==> src/rtl/mem_lsu_pkg.sv <==
// Shared types and constants for the mem_lsu memory-access stage.
// Holds LSU state encodings, funct3 size codes and bus widths.
package mem_lsu_pkg;

    localparam int DATA_W  = 64;
    localparam int REG_IDX_W = 5;
    localparam int MASK_W  = 8;

    localparam logic [2:0] F3_B  = 3'b000;
    localparam logic [2:0] F3_H  = 3'b001;
    localparam logic [2:0] F3_W  = 3'b010;
    localparam logic [2:0] F3_D  = 3'b011;
    localparam logic [2:0] F3_BU = 3'b100;
    localparam logic [2:0] F3_HU = 3'b101;
    localparam logic [2:0] F3_WU = 3'b110;

    typedef enum logic [1:0] {
        ST_IDLE = 2'd0,
        ST_REQ  = 2'd1,
        ST_WAIT = 2'd2
    } lsu_state_e;

    // Byte strobes for the access size; lanes past 7 fall off the top.
    function automatic logic [MASK_W-1:0] size_mask(
        input logic [2:0] funct3,
        input logic [2:0] off
    );
        logic [MASK_W-1:0] base;
        unique case (funct3[1:0])
            2'b00:   base = 8'h01;
            2'b01:   base = 8'h03;
            2'b10:   base = 8'h0F;
            default: base = 8'hFF;
        endcase
        return base << off;
    endfunction

    function automatic logic is_misaligned(
        input logic [2:0] funct3,
        input logic [2:0] off
    );
        logic bad;
        unique case (funct3[1:0])
            2'b00:   bad = 1'b0;
            2'b01:   bad = off[0];
            2'b10:   bad = |off[1:0];
            default: bad = |off;
        endcase
        return bad;
    endfunction

endpackage

==> src/rtl/mem_lsu_if.sv <==
// Data-memory bus: single-outstanding req/gnt/rvalid handshake.
// master = LSU side, slave = memory side.
interface mem_lsu_if;
    import mem_lsu_pkg::*;

    logic              req;
    logic              we;
    logic [DATA_W-1:0] addr;
    logic [DATA_W-1:0] wdata;
    logic [MASK_W-1:0] wmask;
    logic              gnt;
    logic              rvalid;
    logic [DATA_W-1:0] rdata;

    modport master (
        output req, we, addr, wdata, wmask,
        input  gnt, rvalid, rdata
    );

    modport slave (
        input  req, we, addr, wdata, wmask,
        output gnt, rvalid, rdata
    );

endinterface

==> src/rtl/mem_lsu_ldext.sv <==
// Load data lane select and sign/zero extension.
// Purely combinational; off selects the starting byte lane.
module mem_lsu_ldext
    import mem_lsu_pkg::*;
(
    input  logic [DATA_W-1:0] rdata_i,
    input  logic [2:0]        off_i,
    input  logic [2:0]        funct3_i,
    output logic [DATA_W-1:0] data_o
);

    logic [DATA_W-1:0] lane;

    assign lane = rdata_i >> {off_i, 3'b000};

    always_comb begin
        data_o = lane;
        unique case (funct3_i)
            F3_B:    data_o = {{56{lane[7]}}, lane[7:0]};
            F3_H:    data_o = {{48{lane[15]}}, lane[15:0]};
            F3_W:    data_o = {{32{lane[31]}}, lane[31:0]};
            F3_BU:   data_o = {56'd0, lane[7:0]};
            F3_HU:   data_o = {48'd0, lane[15:0]};
            F3_WU:   data_o = {32'd0, lane[31:0]};
            default: data_o = lane;
        endcase
    end

endmodule

==> src/rtl/mem_lsu.sv <==
// Memory-access stage: issues loads/stores on the dmem bus, stalls upstream.
// Optional misaligned-access trap: define MEM_LSU_MISALIGN_CHK_EN.
module mem_lsu
    import mem_lsu_pkg::*;
(
    input  logic                 clk,
    input  logic                 rst,
    input  logic                 mem_lsu_valid_i,
    input  logic                 mem_lsu_mem_read_i,
    input  logic                 mem_lsu_mem_write_i,
    input  logic [2:0]           mem_lsu_funct3_i,
    input  logic [DATA_W-1:0]    mem_lsu_res_data_i,
    input  logic [DATA_W-1:0]    mem_lsu_rs2_data_i,
    input  logic                 mem_lsu_rd_en_i,
    input  logic [REG_IDX_W-1:0] mem_lsu_rd_index_i,
    output logic                 mem_lsu_stall_o,
    mem_lsu_if.master            dmem,
    output logic                 mem_lsu_wb_valid_o,
    output logic                 mem_lsu_wb_rd_en_o,
    output logic [REG_IDX_W-1:0] mem_lsu_wb_rd_index_o,
    output logic [DATA_W-1:0]    mem_lsu_wb_rd_data_o,
    output logic                 mem_lsu_misalign_o
);

    lsu_state_e state_q, state_d;

    logic                 req_q, req_d;
    logic                 we_q, we_d;
    logic [DATA_W-1:0]    addr_q, addr_d;
    logic [DATA_W-1:0]    wdata_q, wdata_d;
    logic [MASK_W-1:0]    wmask_q, wmask_d;

    logic [2:0]           f3_q, f3_d;
    logic [2:0]           off_q, off_d;
    logic                 lrd_en_q, lrd_en_d;
    logic [REG_IDX_W-1:0] lrd_idx_q, lrd_idx_d;

    logic                 wb_valid_q, wb_valid_d;
    logic                 wb_rd_en_q, wb_rd_en_d;
    logic [REG_IDX_W-1:0] wb_idx_q, wb_idx_d;
    logic [DATA_W-1:0]    wb_data_q, wb_data_d;
    logic                 misalign_q, misalign_d;

    logic                 mem_op;
    logic [2:0]           off;
    logic                 misaligned;
    logic [DATA_W-1:0]    ld_data;

    assign mem_op = mem_lsu_valid_i
                  & (mem_lsu_mem_read_i | mem_lsu_mem_write_i);
    assign off    = mem_lsu_res_data_i[2:0];

`ifdef MEM_LSU_MISALIGN_CHK_EN
    assign misaligned = is_misaligned(mem_lsu_funct3_i, off);
`else
    assign misaligned = 1'b0;
`endif

    mem_lsu_ldext u_ldext (
        .rdata_i  (dmem.rdata),
        .off_i    (off_q),
        .funct3_i (f3_q),
        .data_o   (ld_data)
    );

    always_comb begin
        state_d         = state_q;
        req_d           = req_q;
        we_d            = we_q;
        addr_d          = addr_q;
        wdata_d         = wdata_q;
        wmask_d         = wmask_q;
        f3_d            = f3_q;
        off_d           = off_q;
        lrd_en_d        = lrd_en_q;
        lrd_idx_d       = lrd_idx_q;
        wb_valid_d      = 1'b0;
        wb_rd_en_d      = wb_rd_en_q;
        wb_idx_d        = wb_idx_q;
        wb_data_d       = wb_data_q;
        misalign_d      = 1'b0;
        mem_lsu_stall_o = 1'b0;

        unique case (state_q)
            ST_IDLE: begin
                if (mem_op && misaligned) begin
                    wb_valid_d = 1'b1;
                    wb_rd_en_d = 1'b0;
                    wb_idx_d   = mem_lsu_rd_index_i;
                    wb_data_d  = mem_lsu_res_data_i;
                    misalign_d = 1'b1;
                end else if (mem_op) begin
                    mem_lsu_stall_o = 1'b1;
                    state_d   = ST_REQ;
                    req_d     = 1'b1;
                    we_d      = mem_lsu_mem_write_i;
                    addr_d    = {mem_lsu_res_data_i[DATA_W-1:3], 3'b000};
                    wdata_d   = mem_lsu_rs2_data_i << {off, 3'b000};
                    wmask_d   = size_mask(mem_lsu_funct3_i, off);
                    f3_d      = mem_lsu_funct3_i;
                    off_d     = off;
                    lrd_en_d  = mem_lsu_rd_en_i;
                    lrd_idx_d = mem_lsu_rd_index_i;
                end else if (mem_lsu_valid_i) begin
                    wb_valid_d = 1'b1;
                    wb_rd_en_d = mem_lsu_rd_en_i;
                    wb_idx_d   = mem_lsu_rd_index_i;
                    wb_data_d  = mem_lsu_res_data_i;
                end
            end
            ST_REQ: begin
                mem_lsu_stall_o = ~(dmem.gnt & we_q);
                if (dmem.gnt) begin
                    req_d = 1'b0;
                    we_d  = 1'b0;
                    if (we_q) begin
                        state_d    = ST_IDLE;
                        wb_valid_d = 1'b1;
                        wb_rd_en_d = 1'b0;
                        wb_idx_d   = lrd_idx_q;
                        wb_data_d  = '0;
                    end else begin
                        state_d = ST_WAIT;
                    end
                end
            end
            ST_WAIT: begin
                mem_lsu_stall_o = ~dmem.rvalid;
                if (dmem.rvalid) begin
                    state_d    = ST_IDLE;
                    wb_valid_d = 1'b1;
                    wb_rd_en_d = lrd_en_q;
                    wb_idx_d   = lrd_idx_q;
                    wb_data_d  = ld_data;
                end
            end
            default: state_d = ST_IDLE;
        endcase
    end

    always_ff @(posedge clk) begin
        if (rst) begin
            state_q    <= ST_IDLE;
            req_q      <= 1'b0;
            we_q       <= 1'b0;
            addr_q     <= '0;
            wdata_q    <= '0;
            wmask_q    <= '0;
            f3_q       <= '0;
            off_q      <= '0;
            lrd_en_q   <= 1'b0;
            lrd_idx_q  <= '0;
            wb_valid_q <= 1'b0;
            wb_rd_en_q <= 1'b0;
            wb_idx_q   <= '0;
            wb_data_q  <= '0;
            misalign_q <= 1'b0;
        end else begin
            state_q    <= state_d;
            req_q      <= req_d;
            we_q       <= we_d;
            addr_q     <= addr_d;
            wdata_q    <= wdata_d;
            wmask_q    <= wmask_d;
            f3_q       <= f3_d;
            off_q      <= off_d;
            lrd_en_q   <= lrd_en_d;
            lrd_idx_q  <= lrd_idx_d;
            wb_valid_q <= wb_valid_d;
            wb_rd_en_q <= wb_rd_en_d;
            wb_idx_q   <= wb_idx_d;
            wb_data_q  <= wb_data_d;
            misalign_q <= misalign_d;
        end
    end

    assign dmem.req              = req_q;
    assign dmem.we               = we_q;
    assign dmem.addr             = addr_q;
    assign dmem.wdata            = wdata_q;
    assign dmem.wmask            = wmask_q;
    assign mem_lsu_wb_valid_o    = wb_valid_q;
    assign mem_lsu_wb_rd_en_o    = wb_rd_en_q;
    assign mem_lsu_wb_rd_index_o = wb_idx_q;
    assign mem_lsu_wb_rd_data_o  = wb_data_q;
    assign mem_lsu_misalign_o    = misalign_q;

endmodule

==> src/flat_wrapper.sv <==
// flat-port wrapper written by rule: the top's interface ports become plain ports
module mem_lsu_flat import mem_lsu_pkg::*;
  (clk, rst, mem_lsu_valid_i, mem_lsu_mem_read_i, mem_lsu_mem_write_i, mem_lsu_funct3_i, mem_lsu_res_data_i, mem_lsu_rs2_data_i, mem_lsu_rd_en_i, mem_lsu_rd_index_i, mem_lsu_stall_o, mem_lsu_wb_valid_o, mem_lsu_wb_rd_en_o, mem_lsu_wb_rd_index_o, mem_lsu_wb_rd_data_o, mem_lsu_misalign_o, dmem_req, dmem_we, dmem_addr, dmem_wdata, dmem_wmask, dmem_gnt, dmem_rvalid, dmem_rdata);
  mem_lsu_if dmem_i ();
  input  logic clk;
  input  logic rst;
  input  logic mem_lsu_valid_i;
  input  logic mem_lsu_mem_read_i;
  input  logic mem_lsu_mem_write_i;
  input  logic [2:0] mem_lsu_funct3_i;
  input  logic [DATA_W-1:0] mem_lsu_res_data_i;
  input  logic [DATA_W-1:0] mem_lsu_rs2_data_i;
  input  logic mem_lsu_rd_en_i;
  input  logic [REG_IDX_W-1:0] mem_lsu_rd_index_i;
  output logic mem_lsu_stall_o;
  output logic mem_lsu_wb_valid_o;
  output logic mem_lsu_wb_rd_en_o;
  output logic [REG_IDX_W-1:0] mem_lsu_wb_rd_index_o;
  output logic [DATA_W-1:0] mem_lsu_wb_rd_data_o;
  output logic mem_lsu_misalign_o;
  output wire logic [$bits(dmem_i.req)-1:0] dmem_req;
  output wire logic [$bits(dmem_i.we)-1:0] dmem_we;
  output wire logic [$bits(dmem_i.addr)-1:0] dmem_addr;
  output wire logic [$bits(dmem_i.wdata)-1:0] dmem_wdata;
  output wire logic [$bits(dmem_i.wmask)-1:0] dmem_wmask;
  input wire logic [$bits(dmem_i.gnt)-1:0] dmem_gnt;
  input wire logic [$bits(dmem_i.rvalid)-1:0] dmem_rvalid;
  input wire logic [$bits(dmem_i.rdata)-1:0] dmem_rdata;
  assign dmem_req = dmem_i.req;
  assign dmem_we = dmem_i.we;
  assign dmem_addr = dmem_i.addr;
  assign dmem_wdata = dmem_i.wdata;
  assign dmem_wmask = dmem_i.wmask;
  assign dmem_i.gnt = dmem_gnt;
  assign dmem_i.rvalid = dmem_rvalid;
  assign dmem_i.rdata = dmem_rdata;
  mem_lsu u_core (.clk(clk), .rst(rst), .mem_lsu_valid_i(mem_lsu_valid_i), .mem_lsu_mem_read_i(mem_lsu_mem_read_i), .mem_lsu_mem_write_i(mem_lsu_mem_write_i), .mem_lsu_funct3_i(mem_lsu_funct3_i), .mem_lsu_res_data_i(mem_lsu_res_data_i), .mem_lsu_rs2_data_i(mem_lsu_rs2_data_i), .mem_lsu_rd_en_i(mem_lsu_rd_en_i), .mem_lsu_rd_index_i(mem_lsu_rd_index_i), .mem_lsu_stall_o(mem_lsu_stall_o), .dmem(dmem_i), .mem_lsu_wb_valid_o(mem_lsu_wb_valid_o), .mem_lsu_wb_rd_en_o(mem_lsu_wb_rd_en_o), .mem_lsu_wb_rd_index_o(mem_lsu_wb_rd_index_o), .mem_lsu_wb_rd_data_o(mem_lsu_wb_rd_data_o), .mem_lsu_misalign_o(mem_lsu_misalign_o));
endmodule
==> config.mk <==
export PLATFORM = sky130hd
export DESIGN_NAME = mem_lsu_flat
export DESIGN_NICKNAME = d
export VERILOG_FILES = /design/src/rtl/mem_lsu_pkg.sv /design/src/rtl/mem_lsu_if.sv /design/src/rtl/mem_lsu_ldext.sv /design/src/rtl/mem_lsu.sv /design/src/flat_wrapper.sv
export SDC_FILE = /design/constraint.sdc
export NUM_CORES = 1
export LEC_CHECK = 0
export ABC_AREA = 1
export CORE_ASPECT_RATIO = 0.6
export CORE_MARGIN = 5
export CORE_UTILIZATION = 35
export CTS_CLUSTER_DIAMETER = 150
export DETAILED_ROUTE_END_ITERATION = 7
export DONT_BUFFER_PORTS = 1
export PLACE_DENSITY = 0.48
export SLEW_MARGIN = 20
export SYNTH_ARGS = -nofsm -noshare
export SYNTH_HDL_FRONTEND = slang
export SYNTH_HIERARCHICAL = 1
export SYNTH_SLANG_ARGS = --single-unit
==> constraint.sdc <==
create_clock -name clk -period 2.7 [get_ports clk]
set_input_delay 0.27 -clock clk [delete_from_list [all_inputs] [get_ports clk]]
set_output_delay 0.27 -clock clk [all_outputs]
set_load 0.03 [all_outputs]
==> qor.yml, run 1 <==
placed_design:
  dp_hpwl_um: 43000
  portBuffers: 0
  dpl_worst_slack_ps: 352
  placed_area_um2: 13700
  place_congestion: 0.946
synth:
  synth_flop_cell: "dfxtp_1"
  synth_cells: 2303
  yosysSeqAreaShare_pct: 32.5
  synth_compound_area_share_pct: 9.52
  ys_seq_elements: 220
  async_flop_share_pct: 0
  ys_types: 39
  yosys_warnings: 6
  mappedNetlistArea_um2: 13500
  synth_fa_ha_area_share_pct: 0.554
  yosys.area_share.xor_xnor_pct: 0
  muxShareOfSynthArea_pct: 0.591
  synth_edf_count: 0
  synth_area_per_cell_um2: 5.88
  synth_top_family_by_area: "simple AND/OR/NAND/NOR gates"
  synth-simple-area-share_pct: 45.2
timing:
  period_needed_ps: 2510
  holdWs_ps: 23.4
  clock.fmax_ghz: 0.398
  rsz0062_at_grt: "no"
  skew_ps: 30.4
  maxSlewViolCount: 0
  tightest_slew_ps: 835
  min_period_over_period_pct: 93.0
  relSlewSlack_pct: 44.4
  hold_viol: 0
  finalSetupTns_ps: 0
  setup-violations-final: 0
  fin_ws_ps: 190
detailed_routing:
  postRouteAntennaNets: 0
  firstDrtPassIters: 5
  wl_per_cell_um: 21.1
  wirelength_um: 59500
  drtIter0Drc: 1713
  post-route-drc-count: 0
  vias_per_cell: 5.16
  vias: 14500
die:
  dieArea_um2: 42900
  die_h_um: 162
  rows: 55
  die_x_um: 264
  core_area_um2: 38000
  num_io_pins: 419
  initial_utilization_pct: 35.7
setup_path:
  reg2reg_depth: 8
  crit_path_start_kind: "register"
  timing.rr.start: "u_core/state_q[1]"
  r2r-end: "u_core/dmem.wdata[32]"
  worstPathMaxFanout: 14
  critPathArrivalTime_ps: 3020
  end_kind: "register"
  rrSetupSlack_ps: 190
  required_ps: 3210
  crit_type: "reg2reg"
grt:
  grt_first_pass_wirelength_um: 86700
  track_usage_pct: 25.9
  grt_pass1_vias: 13000
  antenna_found_initial: 2
  grt_overflow: 0
  grt_max_degree: 109
cts:
  cts.sinks: 220
  cts_buffers: 25
  clk_latency_ps: 560
  clock_path_buffers: 3
  clockRootBuffer: "clkbuf_16"
  post-cts-setup-buffers: 0
  path_clk_slew_ps: 70
  h-tree-depth: 1
  tritoncts: "yes"
cells_and_area:
  fillers: 4193
  area_delta_synth_final_pct: 13.8
  design_area_um2: 15400
  layout-drive-gt1-share_pct: 5.82
  final_nets: 2499
hold_path:
  min_to: "u_core/mem_lsu_wb_rd_data_o[19]"
  min_from: "mem_lsu_res_data_i[19]"
  min_path_type: "in2reg"
  min_path_cells: 6
power:
  power_w: 0.0108
  ir_worst_vdd_v: 0.000383
  leakage_nw: 7.53
  power_density_nw_per_um2: 698
job:
  drv_cap: 0
run_status:
  status: "completed"
## final cells by class
type / count / area (µm²) / area share (%)
sequential: 220 / 4410 / 28.6
timing repair buffer: 118 / 1230 / 7.99
multi-input combinational: 1741 / 7630 / 49.5
tap: 513 / 642 / 4.16
antenna: 1 / 2.50 / 0.0162
clock inverter: 14 / 153 / 0.990
inverter: 179 / 677 / 4.39
clock buffer: 31 / 668 / 4.34
## report_power, final
group | leakage (nW) | internal (W) | switching, W
registers | 1.81 | 0.00360 | 0.000963
logic | 5.31 | 0.000864 | 0.00183
clock network | 0.406 | 0.00197 | 0.00153
## per-stage QoR
stage / std cells / util [%]
detailed placement: 2687 / 36.1
global route: 2816 / 40.6
global placement: 2687 / 36.1
CTS: 2815 / 40.5
finish: 2817 / 40.6
floorplan: 2306 / -
## layer usage
metal  track usage (%)  wire length, µm  up-vias
met5                 0                0        -
met4              3.67              797        0
met3              8.88             7200       42
met2              35.6            23700      659
met1              39.5            27800     6660
li1                  -                -     7166
## critical path, cell delays in order, from the launching register on
cell	delay, ps
dfxtp_1	350
inv_1	150
ha_4	180
nand2_2	70
nor2_4	170
nand2_1	490
o21a_1	370
a21oi_1	120
dlygate4sd3_1	560
## cells in the mapped netlist, types with 2 or more instances
library cell  number  area share (%)
nand3_2            4            0.30
a21oi_1           67             2.5
dfxtp_1          220              33
nor2_2             3            0.14
or2_1              2           0.092
nand2_2            6            0.28
o21a_1            13            0.72
o211ai_1          16            0.89
o21ai_0          117             4.3
nand3_1          226             8.3
mux2i_1            8            0.59
nand2_1          851              24
nand4_1           25             1.2
nor2_1           337             9.3
o21bai_1           2            0.11
nand2_4            3            0.25
buf_1             14            0.39
nor2_4             4            0.33
o21ai_1           21            0.78
clkbuf_1          57             1.6
inv_2             10            0.28
inv_1            167             4.6
ha_1               6            0.55
buf_6             14             1.2
buf_4             18             1.0
nor3_1             2           0.074
nand4_2           10            0.92
buf_2             63             2.3
or2_2              7            0.32
## sequential cells by signal (all words and copies together), names as in the netlist
name and cells:
u_core/dmem.addr 61, u_core/dmem.req 1, u_core/dmem.wdata 64, u_core/dmem.we 1, u_core/dmem.wmask 8, u_core/f3_q 3
u_core/lrd_en_q 1, u_core/lrd_idx_q 5, u_core/mem_lsu_wb_rd_data_o 64, u_core/mem_lsu_wb_rd_en_o 1, u_core/mem_lsu_wb_rd_index_o 5, u_core/mem_lsu_wb_valid_o 1
u_core/off_q 3, u_core/state_q 2
## placed cells by master (no fill, tap or decap), types with 26 or more instances in the layout
cell / instances
inv_1: 166
dlygate4sd3_1: 82
a21oi_1: 67
dfxtp_1: 217
nor2_1: 337
o21ai_0: 117
nand2_1: 851
buf_4: 26
nand3_1: 226
## timing repair
item                                    4_1_cts  5_1_grt
hold endpoints to repair                    178        0
pin swaps                                     0        1
gates cloned                                  0        1
gates resized for setup                       3        3
hold buffers                                 83        0
endpoints found under the setup margin        1        2
## kinds of logic after synthesis
kind of cell    after synthesis
compound gates              240
fa+ha+maj                     6
buf+inv                     346
flops                       220
mux                           8
other cells                   1
simple gates               1482
## worst max-delay path by stage
| stage | cells after the start | slack (ps) | end | from |
|---|---|---|---|---|
| CTS | 8 | 10 | mem_lsu_stall_o | u_core/state_q[0] |
| detailed placement | 8 | 350 | mem_lsu_stall_o | u_core/state_q[0] |
| floorplan | 9 | 570 | mem_lsu_stall_o | u_core/state_q[0] |
| global placement | 12 | 440 | u_core/mem_lsu_wb_rd_data_o[45] | u_core/off_q[0] |
| finish | 8 | 190 | u_core/dmem.wdata[32] | u_core/state_q[1] |
| global route | 12 | 40 | u_core/mem_lsu_wb_rd_data_o[45] | u_core/off_q[0] |
Note: power is estimated with default switching activity, not from simulation.
==> run 2, diff against run 1 <==
--- a/config.mk
+++ b/config.mk
@@ -12,6 +12,7 @@
 export CTS_CLUSTER_DIAMETER = 150
 export DETAILED_ROUTE_END_ITERATION = 7
 export DONT_BUFFER_PORTS = 1
+export MAX_ROUTING_LAYER = met4
 export PLACE_DENSITY = 0.48
 export SLEW_MARGIN = 20
 export SYNTH_ARGS = -nofsm -noshare
==> run 2 against run 1 <==
Net effect:
- critical path depth rose by 1
- global-route usage rose by 0.80 points
- die area did not move
- clock skew fell by 15 ps
- first-iteration DRC count fell by 6.9%
- worst setup slack got worse by 68 ps
- non-clock buffer count rose by 2
- core utilization rose by 0.086 points
- critical path type unchanged
==> qor.yml, run 2 (synthesis gave the netlist of run 1 again) <==
run_status:
  status: "completed"
die:
  die_x_um: 264
  initial_utilization_pct: 35.7
  core_area_um2: 38000
  dieArea_um2: 42900
  rows: 55
  num_io_pins: 419
  die_h_um: 162
cells_and_area:
  area_delta_synth_final_pct: 14.0
  mostFrequentLayoutCell: "nand2_1"
  fin_cells: 2816
  layout-drive-gt1-share_pct: 5.82
  fillers: 4210
  layout_common_cells: "nand2_1 (851), nor2_1 (337), nand3_1 (226)"
  final_nets: 2499
power:
  combPwrFrac_pct: 24.9
  p_switching_w: 0.00426
  p_int_w: 0.00654
  p_sw_share_pct: 39.5
  clkPwrFrac_pct: 32.8
  ir_worst_vdd_v: 0.000393
  pwr-share-seq_pct: 42.3
  power_density_nw_per_um2: 699
  power_w: 0.0108
  leakage_nw: 7.56
timing:
  min_period_over_period_pct: 95.5
  holdWs_ps: 21.4
  maxSlewViolCount: 0
  tightest_slew_ps: 791
  period_needed_ps: 2580
  finalSetupTns_ps: 0
  skew_ps: 15.0
  clock.fmax_ghz: 0.388
  rsz0062_at_grt: "no"
  relSlewSlack_pct: 47.2
  setup-violations-final: 0
  hold_viol: 0
detailed_routing:
  wl_per_cell_um: 21.1
  firstDrtPassIters: 5
  vias: 14600
  drtIter0Drc: 1594
  postRouteAntennaNets: 0
  vias_per_cell: 5.17
  wirelength_um: 59400
  post-route-drc-count: 0
setup_path:
  end_kind: "register"
  crit_type: "reg2reg"
  path_cells: "inv_1 -> ha_4 -> nand2_2 -> inv_2 -> nand2_4 -> buf_4 -> nand2_1 -> a21oi_1 -> dlygate4sd3_1"
  critPathArrivalTime_ps: 3070
  timing.rr.start: "u_core/state_q[1]"
  required_ps: 3190
  rrSetupSlack_ps: 120
  critPathMaxStageDelay_ps: 560
  crit_path_start_kind: "register"
  reg2reg_depth: 9
  worstPathMaxFanout: 48
  cp_slowest_cell: "dlygate4sd3_1"
  r2r-end: "u_core/dmem.wdata[11]"
cts:
  post-cts-setup-buffers: 0
  clockRootBuffer: "clkbuf_16"
  cts_buffers: 24
  cts.sinks: 220
  path_clk_slew_ps: 70
  clock_path_buffers: 3
  clk_latency_ps: 550
  h-tree-depth: 1
  tritoncts: "yes"
job:
  drv_cap: 0
grt:
  antenna_found_initial: 3
  grt_overflow: 0
  track_usage_pct: 26.7
  grt_pass1_vias: 13200
  grt_first_pass_wirelength_um: 86800
  grt_max_degree: 109
placed_design:
  portBuffers: 0
  place_congestion: 0.986
  dp_hpwl_um: 42800
  place_inst: 2689
hold_path:
  min_path_cells: 6
  min_from: "mem_lsu_res_data_i[40]"
  min_to: "u_core/mem_lsu_wb_rd_data_o[40]"
  min_path_type: "in2reg"
==> run 2: power by group through the flow <==
stage / logic (W) / registers [W] / clock network, W
after global placement: 0.00248 / 0.00465 / 0
after floorplan: 0.00197 / 0.00449 / 0
final: 0.00269 / 0.00456 / 0.00354
after detailed placement: 0.00249 / 0.00465 / 0
after CTS: 0.00264 / 0.00458 / 0.00366
after global routing: 0.00303 / 0.00461 / 0.00380
==> run 2: worst max-delay path by stage <==
stage / startpoint / end / slack [ps] / cells after the start
2_1_floorplan: u_core/state_q[0] / mem_lsu_stall_o / 570 / 9
3_3_place_gp: u_core/state_q[1] / u_core/dmem.wdata[54] / 420 / 10
3_5_place_dp: u_core/state_q[1] / u_core/dmem.wdata[54] / 420 / 10
4_1_cts: u_core/state_q[0] / mem_lsu_stall_o / 40 / 8
5_1_grt: u_core/state_q[1] / u_core/dmem.wdata[11] / 20 / 9
6_report: u_core/state_q[1] / u_core/dmem.wdata[11] / 120 / 9
==> run 2: what timing repair did <==
item	4_1_cts	5_1_grt
endpoints found under the setup margin	1	1
endpoints found under the hold margin	170	0
resized for setup	2	3
hold buffers	82	0
gates cloned	0	1
==> run 2: layer usage <==
| layer | GRT usage [%] | share of wire [%] | wire length, µm | up-vias |
|---|---|---|---|---|
| li1 | - | - | - | 7163 |
| met1 | 38.8 | 47 | 28100 | 6676 |
| met2 | 35.0 | 39 | 23200 | 656 |
| met3 | 10.2 | 12 | 6850 | 66 |
| met4 | 4.89 | 2.1 | 1270 | 0 |
| met5 | - | 0 | 0 | - |
==> run 2: cell type report <==
cell class,count,area (µm²),area share [%]
Multi-Input combinational cell,1740,7620,49.3
Inverter,179,677,4.38
Sequential cell,220,4410,28.5
Tap cell,513,642,4.16
Clock buffer,32,681,4.41
Antenna cell,2,5.00,0.0324
Clock inverter,10,143,0.924
Timing Repair Buffer,120,1270,8.25
==> run 2: critical path, delay by kind of cell (launching register included) <==
family                     cells  cell delay [ps]
DFF                            1              420
adders and majority gates      1              210
AOI/OAI and AO/OA              1              150
buffers and inverters          4             1290
and+or+nand+nor                3              420
==> run 2: through the flow <==
step | setup slack (ps) | utilization (%) | cell area [µm²]
2_1_floorplan | 574 | - | 13600
3_3_place_gp | 419 | 36.1 | 13700
3_5_place_dp | 425 | 36.1 | 13700
4_1_cts | 38.4 | 40.5 | 15400
5_1_grt | 21.5 | 40.7 | 15400
6_report | 122 | 40.7 | 15400
